[config.mk]
export PLATFORM = sky130hd
export DESIGN_NAME = axi_chan_fifo
export DESIGN_NICKNAME = d
export VERILOG_FILES = /design/src/rtl/axi_helper_pkg.sv /design/src/rtl/axi_fifo_mem.sv /design/src/rtl/axi_chan_fifo.sv
export SDC_FILE = /design/constraint.sdc
export NUM_CORES = 1
export LEC_CHECK = 0
export BUFFER_PORTS_ARGS = -buffer_cell sky130_fd_sc_hd__buf_2
export CAP_MARGIN = 20
export CORE_MARGIN = 5
export CORE_UTILIZATION = 25
export CTS_CLUSTER_DIAMETER = 50
export CTS_CLUSTER_SIZE = 14
export DETAILED_ROUTE_END_ITERATION = 6
export SLEW_MARGIN = 20
export SYNTH_ARGS = -nofsm -noshare
export SYNTH_HDL_FRONTEND = slang
export SYNTH_SLANG_ARGS = --single-unit
[constraint.sdc]
create_clock -name ACLK -period 3.2 [get_ports ACLK]
set_clock_uncertainty 0.1 [all_clocks]
set_input_delay 0.16 -clock ACLK [delete_from_list [all_inputs] [get_ports ACLK]]
set_output_delay 0.16 -clock ACLK [all_outputs]
set_load 0.005 [all_outputs]
[src/rtl/axi_helper_pkg.sv]
// rtl/axi_helper_pkg.sv - shared AXI channel widths, payload structs and sizing helpers
package axi_helper;

    localparam int ADDR_W    = 32;
    localparam int DATA_W    = 32;
    localparam int ID_W      = 4;
    localparam int STRB_LEN  = DATA_W / 8;
    localparam int WSTRB_LEN = STRB_LEN;

    typedef enum logic [1:0] {
        BURST_FIXED = 2'b00,
        BURST_INCR  = 2'b01,
        BURST_WRAP  = 2'b10
    } burst_e;

    typedef struct packed {
        logic [ID_W-1:0]   id;
        logic [ADDR_W-1:0] addr;
        logic [7:0]        len;
        logic [2:0]        size;
        burst_e            burst;
    } AxDATA_t;

    // last sits in the LSB of the burst-channel payloads
    typedef struct packed {
        logic [DATA_W-1:0]    data;
        logic [WSTRB_LEN-1:0] strb;
        logic                 last;
    } WxDATA_t;

    typedef struct packed {
        logic [ID_W-1:0]   id;
        logic [DATA_W-1:0] data;
        logic [1:0]        resp;
        logic              last;
    } RxDATA_t;

    typedef struct packed {
        logic [ID_W-1:0] id;
        logic [1:0]      resp;
    } BxDATA_t;

    localparam int AWxDATA_W = $bits(AxDATA_t);
    localparam int ARxDATA_W = $bits(AxDATA_t);
    localparam int WxDATA_W  = $bits(WxDATA_t);
    localparam int RxDATA_W  = $bits(RxDATA_t);
    localparam int BxDATA_W  = $bits(BxDATA_t);

    localparam int W_LAST_IDX = 0;
    localparam int R_LAST_IDX = 0;

    function automatic int cnt_w(input int depth);
        return (depth < 2) ? 2 : $clog2(depth) + 1;
    endfunction

endpackage

[src/rtl/axi_fifo_mem.sv]
// rtl/axi_fifo_mem.sv - DEPTH x WIDTH register array, one write port, one async read port
module axi_fifo_mem #(
    parameter int WIDTH = 66,
    parameter int DEPTH = 4,
    parameter int AW    = $clog2(DEPTH)
) (
    input  logic             clk,
    input  logic             we,
    input  logic [AW-1:0]    waddr,
    input  logic [WIDTH-1:0] wdata,
    input  logic [AW-1:0]    raddr,
    output logic [WIDTH-1:0] rdata
);

    logic [WIDTH-1:0] mem [DEPTH];

    always_ff @(posedge clk) begin
        if (we) begin
            mem[waddr] <= wdata;
        end
    end

    assign rdata = mem[raddr];

endmodule

[src/rtl/axi_chan_fifo.sv]
// rtl/axi_chan_fifo.sv - valid/ready channel FIFO with optional LAST-aware store-and-forward
module axi_chan_fifo
    import axi_helper::*;
#(
    parameter int WIDTH    = 66,
    parameter int DEPTH    = 4,
    parameter int LAST_EN  = 0,
    parameter int LAST_IDX = 0,
    parameter int PKT_MODE = 0
) (
    input  logic                       ACLK,
    input  logic                       ARESET,
    input  logic                       flush,
    input  logic                       s_valid,
    output logic                       s_ready,
    input  logic [WIDTH-1:0]           s_data,
    output logic                       m_valid,
    input  logic                       m_ready,
    output logic [WIDTH-1:0]           m_data,
    output logic [cnt_w(DEPTH)-1:0]    count,
    output logic [cnt_w(DEPTH)-1:0]    pkt_count
);

    localparam int AW = $clog2(DEPTH);
    localparam int CW = cnt_w(DEPTH);
    localparam logic [CW-1:0] FULL = CW'(DEPTH);

    logic [AW-1:0] wr_ptr, rd_ptr;
    logic [CW-1:0] count_q, count_nxt, pkt_q, pkt_nxt;
    logic          s_ready_q, draining, draining_nxt;
    logic          push, pop, s_last, m_last;

    assign push   = s_valid & s_ready_q;
    assign pop    = m_valid & m_ready;
    assign s_last = (LAST_EN != 0) ? s_data[LAST_IDX] : 1'b0;
    assign m_last = (LAST_EN != 0) ? m_data[LAST_IDX] : 1'b0;

    axi_fifo_mem #(
        .WIDTH (WIDTH),
        .DEPTH (DEPTH),
        .AW    (AW)
    ) u_mem (
        .clk   (ACLK),
        .we    (push & ~flush),
        .waddr (wr_ptr),
        .wdata (s_data),
        .raddr (rd_ptr),
        .rdata (m_data)
    );

    // A full FIFO with no complete packet must cut through, and keep going
    // until that packet's LAST leaves, or the source would deadlock.
    always_comb begin
        if (PKT_MODE != 0) begin
            m_valid = (count_q != '0) & ((pkt_q != '0) | (count_q == FULL) | draining);
        end else begin
            m_valid = (count_q != '0);
        end
    end

    always_comb begin
        count_nxt = count_q;
        case ({push, pop})
            2'b10:   count_nxt = count_q + 1'b1;
            2'b01:   count_nxt = count_q - 1'b1;
            default: count_nxt = count_q;
        endcase
        pkt_nxt = pkt_q;
        case ({push & s_last, pop & m_last})
            2'b10:   pkt_nxt = pkt_q + 1'b1;
            2'b01:   pkt_nxt = pkt_q - 1'b1;
            default: pkt_nxt = pkt_q;
        endcase
        draining_nxt = (draining | ((count_q == FULL) & (pkt_q == '0))) & ~(pop & m_last);
    end

    always_ff @(posedge ACLK or posedge ARESET) begin
        if (ARESET) begin
            wr_ptr    <= '0;
            rd_ptr    <= '0;
            count_q   <= '0;
            pkt_q     <= '0;
            draining  <= 1'b0;
            s_ready_q <= 1'b0;
        end else if (flush) begin
            wr_ptr    <= '0;
            rd_ptr    <= '0;
            count_q   <= '0;
            pkt_q     <= '0;
            draining  <= 1'b0;
            s_ready_q <= 1'b1;
        end else begin
            if (push) begin
                wr_ptr <= wr_ptr + 1'b1;
            end
            if (pop) begin
                rd_ptr <= rd_ptr + 1'b1;
            end
            count_q   <= count_nxt;
            pkt_q     <= pkt_nxt;
            draining  <= draining_nxt;
            s_ready_q <= (count_nxt < FULL);
        end
    end

    assign s_ready   = s_ready_q;
    assign count     = count_q;
    assign pkt_count = pkt_q;

endmodule

== Yosys cells after proc, flatten, opt, wreduce, memory -nomap -nowiden ==
Memory sizes are Yosys's and may differ from the RTL's.
Cells that the tools add are included.
Storage, ports and cells
  register bits: 8
  RAM bits: 264
  word-level logic and storage cells: 28
  memories: 1
Memory list
  u_mem.mem: depth 4, bits a word 66, read ports 1, clocked after memory_dff 0, wr ports 1, line axi_fifo_mem.sv:15  | logic [WIDTH-1:0] mem [DEPTH];
Cells by class
  add/sub/neg operators: 4
  $lt $le $gt $ge: 1
  eq/ne operators: 2
  multiplexer cells: 9
  bitwise operators: 4
  reduce and logical (&&, ||, !) cells: 3
Operator list (count)
  2-to-1 mux 2 bit: 4
  case mux 3 bit (2 select lines): 1
  adder 2 x 1 -> 2 bit, second input constant: 2
  nonzero test 2 bit: 2
  adder 3 x 1 -> 3 bit, second input constant: 1
  bitwise AND 1 bit: 3
  < comparator 3 bit, second input constant: 1
  2-to-1 mux 1 bit: 3
  2-to-1 mux 3 bit: 1
  nonzero test 3 bit: 1
  subtractor 3 x 1 -> 3 bit, second input constant: 1
  == test 2 x 1 -> 1 bit, second input constant: 1
  == test 2 bit, second input constant: 1
  inverter 1 bit: 1

== Longest topological paths before layout ==
  depth after elaboration: 6
  mapped depth: 8

== Hierarchy ==
Synthesis repeated with hierarchy kept, for this count alone.
Second synthesis, totals
  cell total of the unflattened synthesis: 398
  area, all modules: 10040.9 um^2
By module, submodules not included
  axi_fifo_mem: instances 1, cells each 348, area an instance 9549.2 um^2, seq. area each 7927.6 um^2
  axi_chan_fifo: instances 1, cells each 50, area an instance 491.7 um^2, seq. area each 200.2 um^2

== Worst setup path after synthesis ==
No wires, ideal clock.
  path kind: reg-to-reg
  start: register s_ready_q, in the netlist s_ready
  end: memory u_mem.mem[0][0], enable pin
  arrival time: 2.243 ns
  required time: 2.669 ns
  setup slack: 0.426 ns
  cell stages (with the launch flop): 4
  period minus slack after synthesis: 2.774 ns
  cell sequence: dfrtp_1 > nand2_1 > nor2_1 > and2_1
On the way
  word-level cells in the longest chain between the ends: 4
RTL lines
  start, declared: line axi_chan_fifo.sv:30  | logic s_ready_q, draining, draining_nxt;
  start signal, assigned: line axi_chan_fifo.sv:102  | s_ready_q <= (count_nxt < FULL);
  bitwise AND 1 bit: line axi_chan_fifo.sv:33  | assign push = s_valid & s_ready_q;
  bitwise AND 1 bit: line axi_chan_fifo.sv:44  | .we (push & ~flush),
  2-to-1 mux 1 bit: line axi_fifo_mem.sv:18  | if (we) begin
  2-to-1 mux 1 bit (implied by the code): line axi_fifo_mem.sv:19  | mem[waddr] <= wdata;
  end, declared: line axi_fifo_mem.sv:15
No other way between the ends.

== Worst setup path after layout ==
  start: register count_q[0], in the netlist count[0]
  end: register count_q[2], in the netlist count[2]
On the way
  word-level cells in the longest chain between the ends: 5
RTL lines
  start, declared: line axi_chan_fifo.sv:29  | logic [CW-1:0] count_q, count_nxt, pkt_q, pkt_nxt;
  start signal, assigned: line axi_chan_fifo.sv:99  | count_q <= count_nxt;
  nonzero test 3 bit: line axi_chan_fifo.sv:57  | m_valid = (count_q != '0);
  bitwise AND 1 bit: line axi_chan_fifo.sv:34  | assign pop = m_valid & m_ready;
  == test 2 x 1 -> 1 bit / == test 2 bit (equally long branches): line axi_chan_fifo.sv:63  | case ({push, pop})
  case mux 3 bit (2 select lines) (*): line axi_chan_fifo.sv:63
  2-to-1 mux 3 bit (*): line axi_chan_fifo.sv:85  | end else if (flush) begin
Mark *: on every way between the ends. The rest lies on a longest branch, timed or not.
A chain may end at the register's enable or synchronous reset.

==> flow_metrics.py <==
metrics = {
    "status": {
        "status": "finished, final reports clean",
    },
    "grt": {
        "grt.met1_usage_pct": 11.9,
        "use_met3_pct": 2.21,
        "grt_usage_pct": 9.30,
        "grt_pass1_vias": 5367,
        "gr-total-overflow": 0,
        "grt_start_max_net_pins": 43,
        "top_usage_layer": "met2",
        "antenna_found_initial": 0,
        "grt_use_met2_pct": 15.9,
        "grt_pass1_wl_um": 32100,
    },
    "cells_and_area": {
        "multiInputGateArea_um2": 1820,
        "fillers": 3825,
        "most-common-layout-cells": "edfxtp_1 (264), buf_2 (141), dlygate4sd3_1 (72)",
        "layout_commonest_cell": "edfxtp_1",
        "seqCellArea_um2": 8140,
        "instances_no_fill": 1186,
        "drive_gt1_share_pct": 40.8,
        "n_antenna_cell": 0,
        "final_nets": 720,
        "area.growth.synth_to_final_pct": 30.5,
    },
    "drt": {
        "drtIter0Drc": 249,
        "ant_nets": 0,
        "drc": 0,
        "drt_wl_total_um": 21000,
        "routedWlPerCell_um": 17.7,
        "first_pass_iters": 4,
        "vias_per_cell": 4.06,
        "vias": 4815,
    },
    "power_and_ir_drop": {
        "power_density_nw_per_um2": 626,
        "peakVddDrop_mv": 0.416,
        "p_leak_uw": 0.00442,
    },
    "placed_design": {
        "place_congestion": 0.684,
        "io_buffers": 141,
        "place_ws_ns": 0.568,
        "dp_hpwl_um": 12200,
        "placedCellCount": 1062,
    },
    "sta": {
        "tightest_slew_ns": 0.560,
        "setup_viol": 0,
        "timing.final.ws_setup_ns": 0.554,
        "period_share_pct": 82.7,
        "slew_violations": 0,
        "setup_tns_ns": 0,
        "fmax_mhz": 378,
        "rsz0062_at_grt": "false",
        "finalCriticalPeriod_ns": 2.65,
        "slew_headroom_pct": 62.7,
        "hold_viol": 0,
        "holdWs_ns": 0.263,
    },
    "clock_network": {
        "h-tree-depth": 1,
        "clk_latency_ns": 0.55,
        "path_clk_slew_ns": 0.06,
        "clock_path_buffers": 3,
        "cts_sinks": 272,
        "cts_made_buffers": 30,
        "cts_tree": "built",
        "cts_resized": 0,
        "cts_root_buffer": "clkbuf_16",
    },
    "critical_path": {
        "critPathMaxStageDelay_ns": 0.47,
        "rrSetupSlack_ns": 0.55,
        "worstReg2RegEnd": "count[2]$_DFF_PP0_",
        "timing.setup.critical_path_class": "flip-flop to flip-flop",
        "crit_slowest_cell": "o31ai_1",
        "cp_max_fo": 7,
        "cp-start-kind": "flip-flop",
        "cp_cell_sequence": "o31ai_1, inv_1, ha_1, xor2_1, ha_1, a21oi_1, mux2_2, mux2_2",
        "crit_buf_inv": 1,
        "r2r_cells": 8,
        "critPathTopFamily": "multiplexers",
        "critPathRequiredTime_ns": 3.54,
        "critPathArrivalTime_ns": 2.98,
        "reg2reg_from": "count[0]$_DFFE_PP0P_",
        "worstSetupEndpointType": "flip-flop",
    },
    "logic_synthesis": {
        "ys_warn_count": 0,
        "ys.flop_type": "edfxtp_1",
        "yosys-top-cells-area": "edfxtp_1 (78%), mux4_2 (15%), dfrtp_1 (2.0%)",
        "synth_seq_cells": 272,
        "ys_seq_area_share_pct": 80.4,
        "ys_async_sr_fraction_pct": 2.94,
        "synth_edf_count": 264,
        "synth.top_cell.area_share_pct": 78.5,
        "syn_inst": 405,
        "yosysUniqueCellTypes": 26,
        "yosysTopAreaCell": "edfxtp_1",
        "syn_area_um2": 10100,
        "avgSynthCellArea_um2": 24.9,
    },
    "floorplan": {
        "die_h_um": 211,
        "coreArea_um2": 39800,
        "rows": 73,
        "pin_count": 145,
        "dieArea_um2": 44500,
        "die_x_um": 211,
        "initial_utilization_pct": 25.4,
    },
    "flow_run": {
        "drv_cap": 0,
    },
    "min_path": {
        "min_to": "u_mem.mem[2][41]$_DFFE_PP_",
        "hold_class": "input port to flip-flop",
        "min_from": "s_data[41]",
        "min_path_cells": 2,
    },
}
## how the worst max path moves through the flow
stage,startpoint,to,slack (ns),depth (start not counted)
3_5_place_dp,count[1]$_DFFE_PP0P_,count[2]$_DFF_PP0_,0.57,8
5_1_grt,count[1]$_DFFE_PP0P_,count[2]$_DFF_PP0_,0.41,8
6_report,count[0]$_DFFE_PP0P_,count[2]$_DFF_PP0_,0.55,8
3_3_place_gp,count[0]$_DFFE_PP0P_,count[2]$_DFF_PP0_,0.61,8
4_1_cts,count[1]$_DFFE_PP0P_,count[2]$_DFF_PP0_,0.56,8
2_1_floorplan,s_ready$_DFF_PP0_,u_mem.mem[0][0]$_DFFE_PP_,0.43,3
## area by class of cell
cell class                      instances  share of cell area, %
Timing Repair Buffer                  221                   11.8
Clock inverter                         18                   1.61
Inverter                                5                  0.142
Tap cell                              525                   4.98
Clock buffer                           34                   5.97
Multi-Input combinational cell        111                   13.8
Sequential cell                       272                   61.7
## kinds of logic (layout without fill, tap and decap cells)
group                      Yosys count  after routing  synth area share, %
DFF                                272            272                 80.4
muxes                               69             69                 15.0
buffers and inverters               24            278                 1.76
and+or+nand+nor                     21             21                 1.04
adders and majority gates            8              8                0.991
AOI/OAI and AO/OA                    6              6                0.359
xor gates and xnor gates             4              4                0.347
other                                1              3               0.0371
## sequential cells by signal, summed over array words and instances, names as in the netlist
name and flops:
wr_ptr 2, count 3, u_mem.mem 264, rd_ptr 2, s_ready 1
## metrics by stage
step,total power [uW],instance area [um^2],util (%)
after floorplan,4560,10100,-
after global placement,4850,11500,28.8
after detailed placement,4860,11500,28.8
after CTS,8400,13200,33.1
after global routing,8620,13200,33.1
final,8250,13200,33.1
## worst register-to-register path, delay by kind of cell (launching register included)
kind | cells | cell delay (ns)
buffers and inverters | 1 | 0.12
DFF | 1 | 0.45
AOI/OAI and AO/OA | 2 | 0.60
xor gates and xnor gates | 1 | 0.16
muxes | 2 | 0.66
adders and majority gates | 2 | 0.45
## per-layer routing
layer  wire length (um)  part of all wire (%)  up-vias
li1                   -                     -     2186
met1               8920                    42     2486
met2              10500                    50      110
met3               1180                   5.6       33
met4                429                   2.0        0
met5                  0                     0        -
## synthesized netlist by cell type (2+ instances only)
library cell  number
edfxtp_1         264
xor2_1             3
a21oi_1            4
nand2_1            4
buf_1              3
mux4_2            66
nor2_1             7
buf_2              4
mux2_2             2
buf_12             3
nor2b_1            2
buf_4              7
and2_1             4
dfrtp_1            8
or3_1              2
inv_1              5
ha_1               8
## power breakdown
group          internal (uW)  total (uW)  switching, uW  leakage [uW]
registers               4040        4070           35.1       0.00250
clock network           2030        3430           1400      0.000475
logic                    399         756            357       0.00145
total                   6460        8250           1790       0.00442
## what timing repair did
item	in CTS	in global routing
hold buffers	72	0
setup buffers	0	0
endpoints found under the hold margin	280	0
Note: power is estimated with default switching activity, not from simulation.
